`src/rtl/uart_pkg.sv`:
```
// Shared types and constants for the UART transmit (and later receive) path.
package uart_pkg;

  typedef enum logic [1:0] {
    IDLE  = 2'd0,
    START = 2'd1,
    DATA  = 2'd2,
    STOP  = 2'd3
  } state_e;

  localparam int DATA_BITS = 8;

  function automatic int calc_clks_per_bit(input int clk_freq, input int baud);
    return clk_freq / baud;
  endfunction

endpackage

```
`src/rtl/sync_fifo.sv`:
```
// Single-clock FIFO with occupancy count; DEPTH must be a power of two so the
// pointers wrap naturally.
module sync_fifo #(
  parameter int WIDTH = 8,
  parameter int DEPTH = 4
) (
  input  logic                     clk,
  input  logic                     rst_n,
  input  logic                     push_i,
  input  logic                     pop_i,
  input  logic [WIDTH-1:0]         data_i,
  output logic [WIDTH-1:0]         data_o,
  output logic                     full_o,
  output logic                     empty_o,
  output logic [$clog2(DEPTH):0]   count_o
);

  localparam int AW = $clog2(DEPTH);
  localparam int CW = AW + 1;

  logic [WIDTH-1:0] mem_q [DEPTH];
  logic [AW-1:0]    wr_ptr_q;
  logic [AW-1:0]    rd_ptr_q;
  logic [CW-1:0]    count_q;
  logic             push_ok_s;
  logic             pop_ok_s;

  assign full_o    = (count_q == CW'(DEPTH));
  assign empty_o   = (count_q == CW'(0));
  assign count_o   = count_q;
  assign data_o    = mem_q[rd_ptr_q];
  // Requests against a full/empty FIFO are ignored rather than corrupting state.
  assign push_ok_s = push_i && !full_o;
  assign pop_ok_s  = pop_i && !empty_o;

  always_ff @(posedge clk or negedge rst_n) begin
    if (!rst_n) begin
      wr_ptr_q <= '0;
      rd_ptr_q <= '0;
      count_q  <= '0;
      for (int i = 0; i < DEPTH; i++) begin
        mem_q[i] <= '0;
      end
    end else begin
      if (push_ok_s) begin
        mem_q[wr_ptr_q] <= data_i;
        wr_ptr_q        <= wr_ptr_q + AW'(1);
      end
      if (pop_ok_s) begin
        rd_ptr_q <= rd_ptr_q + AW'(1);
      end
      case ({push_ok_s, pop_ok_s})
        2'b10:   count_q <= count_q + CW'(1);
        2'b01:   count_q <= count_q - CW'(1);
        default: count_q <= count_q;
      endcase
    end
  end

endmodule

```
`src/rtl/uart_tx.sv`:
```
// Buffered 8N1 UART transmitter: byte FIFO in front of a start/data/stop
// serialiser. tx and busy are registered from the current state.
module uart_tx
  import uart_pkg::*;
#(
  parameter int CLK_FREQ   = 12000000,
  parameter int BAUD       = 115200,
  parameter int FIFO_DEPTH = 4
) (
  input  logic                          clk,
  input  logic                          rst_n,
  input  logic                          wr_en,
  input  logic [7:0]                    wr_data,
  output logic                          wr_ready,
  output logic                          tx,
  output logic                          busy,
  output logic [$clog2(FIFO_DEPTH):0]   fifo_count
);

  localparam int CLKS_PER_BIT = calc_clks_per_bit(CLK_FREQ, BAUD);
  localparam int BW           = $clog2(CLKS_PER_BIT);

  state_e         state_q, state_d;
  logic [BW-1:0]  baud_q, baud_d;
  logic [2:0]     bit_q, bit_d;
  logic [7:0]     shift_q, shift_d;
  logic           tx_q, tx_d;
  logic           busy_q, busy_d;
  logic           pop_s;
  logic           bit_end_s;
  logic           fifo_full_s;
  logic           fifo_empty_s;
  logic [7:0]     fifo_head_s;

  sync_fifo #(
    .WIDTH (8),
    .DEPTH (FIFO_DEPTH)
  ) u_fifo (
    .clk     (clk),
    .rst_n   (rst_n),
    .push_i  (wr_en),
    .pop_i   (pop_s),
    .data_i  (wr_data),
    .data_o  (fifo_head_s),
    .full_o  (fifo_full_s),
    .empty_o (fifo_empty_s),
    .count_o (fifo_count)
  );

  assign wr_ready  = !fifo_full_s;
  assign tx        = tx_q;
  assign busy      = busy_q;
  assign bit_end_s = (baud_q == BW'(CLKS_PER_BIT - 1));

  always_ff @(posedge clk or negedge rst_n) begin
    if (!rst_n) begin
      state_q <= IDLE;
      baud_q  <= '0;
      bit_q   <= 3'd0;
      shift_q <= 8'h00;
      tx_q    <= 1'b1;
      busy_q  <= 1'b0;
    end else begin
      state_q <= state_d;
      baud_q  <= baud_d;
      bit_q   <= bit_d;
      shift_q <= shift_d;
      tx_q    <= tx_d;
      busy_q  <= busy_d;
    end
  end

  always_comb begin
    state_d = state_q;
    baud_d  = baud_q;
    bit_d   = bit_q;
    shift_d = shift_q;
    pop_s   = 1'b0;
    tx_d    = 1'b1;
    busy_d  = (state_q != IDLE) || !fifo_empty_s;

    case (state_q)
      IDLE: begin
        tx_d   = 1'b1;
        baud_d = '0;
        bit_d  = 3'd0;
        if (!fifo_empty_s) begin
          pop_s   = 1'b1;
          shift_d = fifo_head_s;
          state_d = START;
        end else begin
          state_d = IDLE;
        end
      end
      START: begin
        tx_d = 1'b0;
        if (bit_end_s) begin
          baud_d  = '0;
          bit_d   = 3'd0;
          state_d = DATA;
        end else begin
          baud_d = baud_q + BW'(1);
        end
      end
      DATA: begin
        tx_d = shift_q[0];
        if (bit_end_s) begin
          baud_d  = '0;
          shift_d = {1'b0, shift_q[7:1]};
          if (bit_q == 3'(DATA_BITS - 1)) begin
            state_d = STOP;
          end else begin
            bit_d = bit_q + 3'd1;
          end
        end else begin
          baud_d = baud_q + BW'(1);
        end
      end
      STOP: begin
        tx_d = 1'b1;
        // Chain straight into the next start bit so queued frames are contiguous.
        if (bit_end_s) begin
          baud_d = '0;
          if (!fifo_empty_s) begin
            pop_s   = 1'b1;
            shift_d = fifo_head_s;
            state_d = START;
          end else begin
            state_d = IDLE;
          end
        end else begin
          baud_d = baud_q + BW'(1);
        end
      end
      default: begin
        state_d = IDLE;
      end
    endcase
  end

endmodule

```
`config.mk`:
```
export PLATFORM = sky130hd
export DESIGN_NAME = uart_tx
export DESIGN_NICKNAME = d
export VERILOG_FILES = /design/src/rtl/uart_pkg.sv /design/src/rtl/sync_fifo.sv /design/src/rtl/uart_tx.sv
export SDC_FILE = /design/constraint.sdc
export NUM_CORES = 1
export LEC_CHECK = 0
export BUFFER_PORTS_ARGS = -buffer_cell sky130_fd_sc_hd__clkbuf_2
export CORE_ASPECT_RATIO = 0.6
export CORE_MARGIN = 1.5
export CORE_UTILIZATION = 40
export CTS_BUF_LIST = sky130_fd_sc_hd__clkbuf_8
export DETAILED_ROUTE_END_ITERATION = 8
export PLACE_DENSITY = 0.61
export SLEW_MARGIN = 20
export SYNTH_ARGS = -nofsm -noshare
export SYNTH_HDL_FRONTEND = slang
export SYNTH_HIERARCHICAL = 1
export SYNTH_SLANG_ARGS = --single-unit
```
`constraint.sdc`:
```
create_clock -name clk -period 5.17 [get_ports clk]
set_input_delay 0.7755 -clock clk [delete_from_list [all_inputs] [get_ports clk]]
set_output_delay 0.7755 -clock clk [all_outputs]
set_load 0.05 [all_outputs]
```
==> results.ini <==
[sta]
finalHoldViolCount = 0
slew-limit-headroom = 0.483
maxSlewViolCount = 0
finalCritPeriodShare = 0.534
period_needed_ns = 2.76
skew_ns = 0.00973
setup_ws_ns = 2.41
worst_pin_slew_ns = 0.776
rsz0062_at_grt = false
setup_viol = 0
setup_tns_ns = 0
fmax_mhz = 363

[clock_tree]
cts_hold_buf = 0
clkTransAtPathRegs_ns = 0.07
cts_sinks = 61
clockRootBuffer = clkbuf_8
clockBufferDepth = 2
cts_resized = 0
cts_buffers = 9
cts_max_level = 3
clk_latency_ns = 0.35
tritoncts = built
post_cts_buffers = 0

[worst_setup_path]
crit_chain = ha_1 -> nand3_2 -> nor3_4 -> a21oi_1 -> nor3_1 -> o31a_2 -> ha_1 -> inv_1 -> fa_1 -> xor2_1 -> nor2_1 -> xor2_1
r2r_cells = 12
worstSetupPathType = register to register
cp.arrival_ns = 3.04
worstSetupEndpointType = register
slowest_stage = nor3_4
critPathTopFamily = simple AND/OR/NAND/NOR gates
crit_buf_inv = 1
worst-endpoint-required_ns = 5.45
r2r-end = u_fifo/count_o[2]
cp-start-kind = register
r2r_slack_ns = 2.41
path_max_fanout = 9
worstSetupStartpoint = baud_q[0]
rr_startpoint = baud_q[0]
cp_slowest_stage_delay_ns = 0.43

[routing]
vias = 1672
drtPass1Iterations = 4
wl_mm = 5.45
routedWlPerCell_um = 15.6
drt_iter0_drc = 36
postRouteAntennaNets = 0
via_per_inst = 4.78
drc = 0

[placed_design]
routabilityCongestion = 0.766
dp_slack_ns = 2.39
dp_hpwl_mm = 3.60
io_buffers = 16

[layout]
area_growth_pct = 14.0
nFillCells = 634
drive_gt1_frac = 0.423
diodes = 0
nets = 266

[synthesis]
synth_edf_count = 0
synth_area_leaders = dfrtp_1 (50%), mux2_2 (15%), mux4_2 (5.9%)
yosysTopAreaCellShare = 0.495
yosys_warnings = 6
synth.avg_cell_area_sq_um = 13.8
synth_cells = 219
ys_seq_area_frac = 0.504
syn-num-nets = 244
synthTopCellsByCount = dfrtp_1 (60), mux2_2 (40), ha_1 (13)
async_flop_share = 1.00
synth_most_common_cell = dfrtp_1
synth-seq-cells = 61
netlist_area_sq_mm = 0.00303
synth_area_leader_cell = dfrtp_1
synth_ff_type = dfrtp_1
ys_types = 41

[grt]
grt_overflow_total = 0
antenna_found_initial = 0
grt_pass1_vias = 1736
grt_pass1_wl_mm = 8.97
grt_util_all_layers = 0.153
grt_max_degree = 62

[floorplan]
pin_count = 17
start_util = 0.415
rows = 24
dieArea_sq_mm = 0.00813
die_y_um = 70.4
dieWidth_um = 115
coreArea_sq_mm = 0.00730

[job]
maxCapViolations = 0

[worst_hold_path]
min_from = baud_q[0]
holdPathEnd = baud_q[0]
hold_path_class = register to register
hold-path-cell-count = 1

[power]
power.density_mw_per_mm2 = 708
p_leak_nw = 1.51
peakVddDrop_mv = 0.289

[status]
status = complete, no violations

## per-layer routing
layer  up-vias  GRT usage  wire length, um
met4         0     0.0658               94
met3         6     0.0573              190
met5         -          0                0
met2        17      0.199             2230
li1        813          -                -
met1       836      0.226             2930
## area by class of cell
cell class | count | area [sq um] | share of cell area
clock buffers | 12 | 165 | 0.0478
well taps | 104 | 130 | 0.0376
repair buffers | 17 | 87.6 | 0.0253
multi-input cells | 141 | 1410 | 0.408
clock inverters | 4 | 93.8 | 0.0271
inverters | 11 | 41.3 | 0.0119
flip-flops and latches | 61 | 1530 | 0.442
## sequential cells by signal, summed over array words and instances (netlist names)
register,count
baud_q,7
bit_q,3
busy,1
shift_q,8
state_q,2
tx,1
u_fifo/count_o,3
u_fifo/mem_q,32
u_fifo/rd_ptr_q,2
u_fifo/wr_ptr_q,2
## placed cells by master, fill, tap and decap left out, drive strengths merged
| cell | netlist | routed |
|---|---|---|
| nand2 | 11 | 11 |
| dfrtp | 60 | 60 |
| o21ai | 5 | 5 |
| a221oi | 1 | 1 |
| mux4 | 8 | 8 |
| xor2 | 5 | 5 |
| nor2 | 11 | 11 |
| mux2 | 48 | 48 |
| clkbuf | 1 | 28 |
| xnor2 | 5 | 5 |
| o31a | 1 | 1 |
| nor2b | 2 | 2 |
| fa | 1 | 1 |
| inv | 11 | 12 |
| a32o | 1 | 1 |
| mux2i | 3 | 3 |
| dfstp | 1 | 1 |
| a21oi | 6 | 6 |
| nor3 | 7 | 7 |
| nand3 | 5 | 5 |
| nand2b | 2 | 2 |
| or3 | 2 | 2 |
| buf | 5 | 1 |
| nor3b | 2 | 2 |
| and3 | 1 | 1 |
| bufinv | 0 | 3 |
| ha | 13 | 13 |
| or2b | 1 | 1 |
## worst max path at each step
stage | endpoint | cells past startpoint
2_1_floorplan | u_fifo/count_o[2] | 12
3_3_place_gp | u_fifo/count_o[2] | 12
3_5_place_dp | u_fifo/count_o[2] | 12
4_1_cts | u_fifo/count_o[2] | 12
5_1_grt | u_fifo/count_o[2] | 12
6_report | u_fifo/count_o[2] | 12
## kinds of logic after synthesis
group / count (synthesis) / share of synthesized area
xor+xnor: 10 / 0.0289
fa+ha+maj: 14 / 0.0603
compound gates: 14 / 0.0359
buf+inv: 17 / 0.0305
simple gates: 44 / 0.0842
flops: 61 / 0.504
mux: 59 / 0.256
## through the flow
step / area (sq um) / total power, mW / instances / util / hold slack, ns
detailed placement: 3200 / 1.92 / 334 / 0.438 / 0.454
CTS: 3460 / 2.47 / 350 / 0.474 / 0.462
global placement: 3200 / 1.90 / 334 / 0.438 / 0.449
floorplan: 3030 / 1.72 / 219 / - / 0.435
finish: 3460 / 2.45 / 350 / 0.474 / 0.463
global route: 3460 / 2.60 / 350 / 0.474 / 0.510
## worst register-to-register path: stages (launching register included)
cell and delay, ns:
dfrtp_1 0.36, ha_1 0.23, nand3_2 0.15, nor3_4 0.44, a21oi_1 0.13, nor3_1 0.17
o31a_2 0.21, ha_1 0.19, inv_1 0.06, fa_1 0.37, xor2_1 0.15, nor2_1 0.11
xor2_1 0.14
## power by group
group	total (mW)	internal (mW)	switching, mW
Clock	0.543	0.358	0.185
Sequential	0.877	0.706	0.171
Combinational	1.03	0.563	0.465
Power figures use the tool's default switching activity.
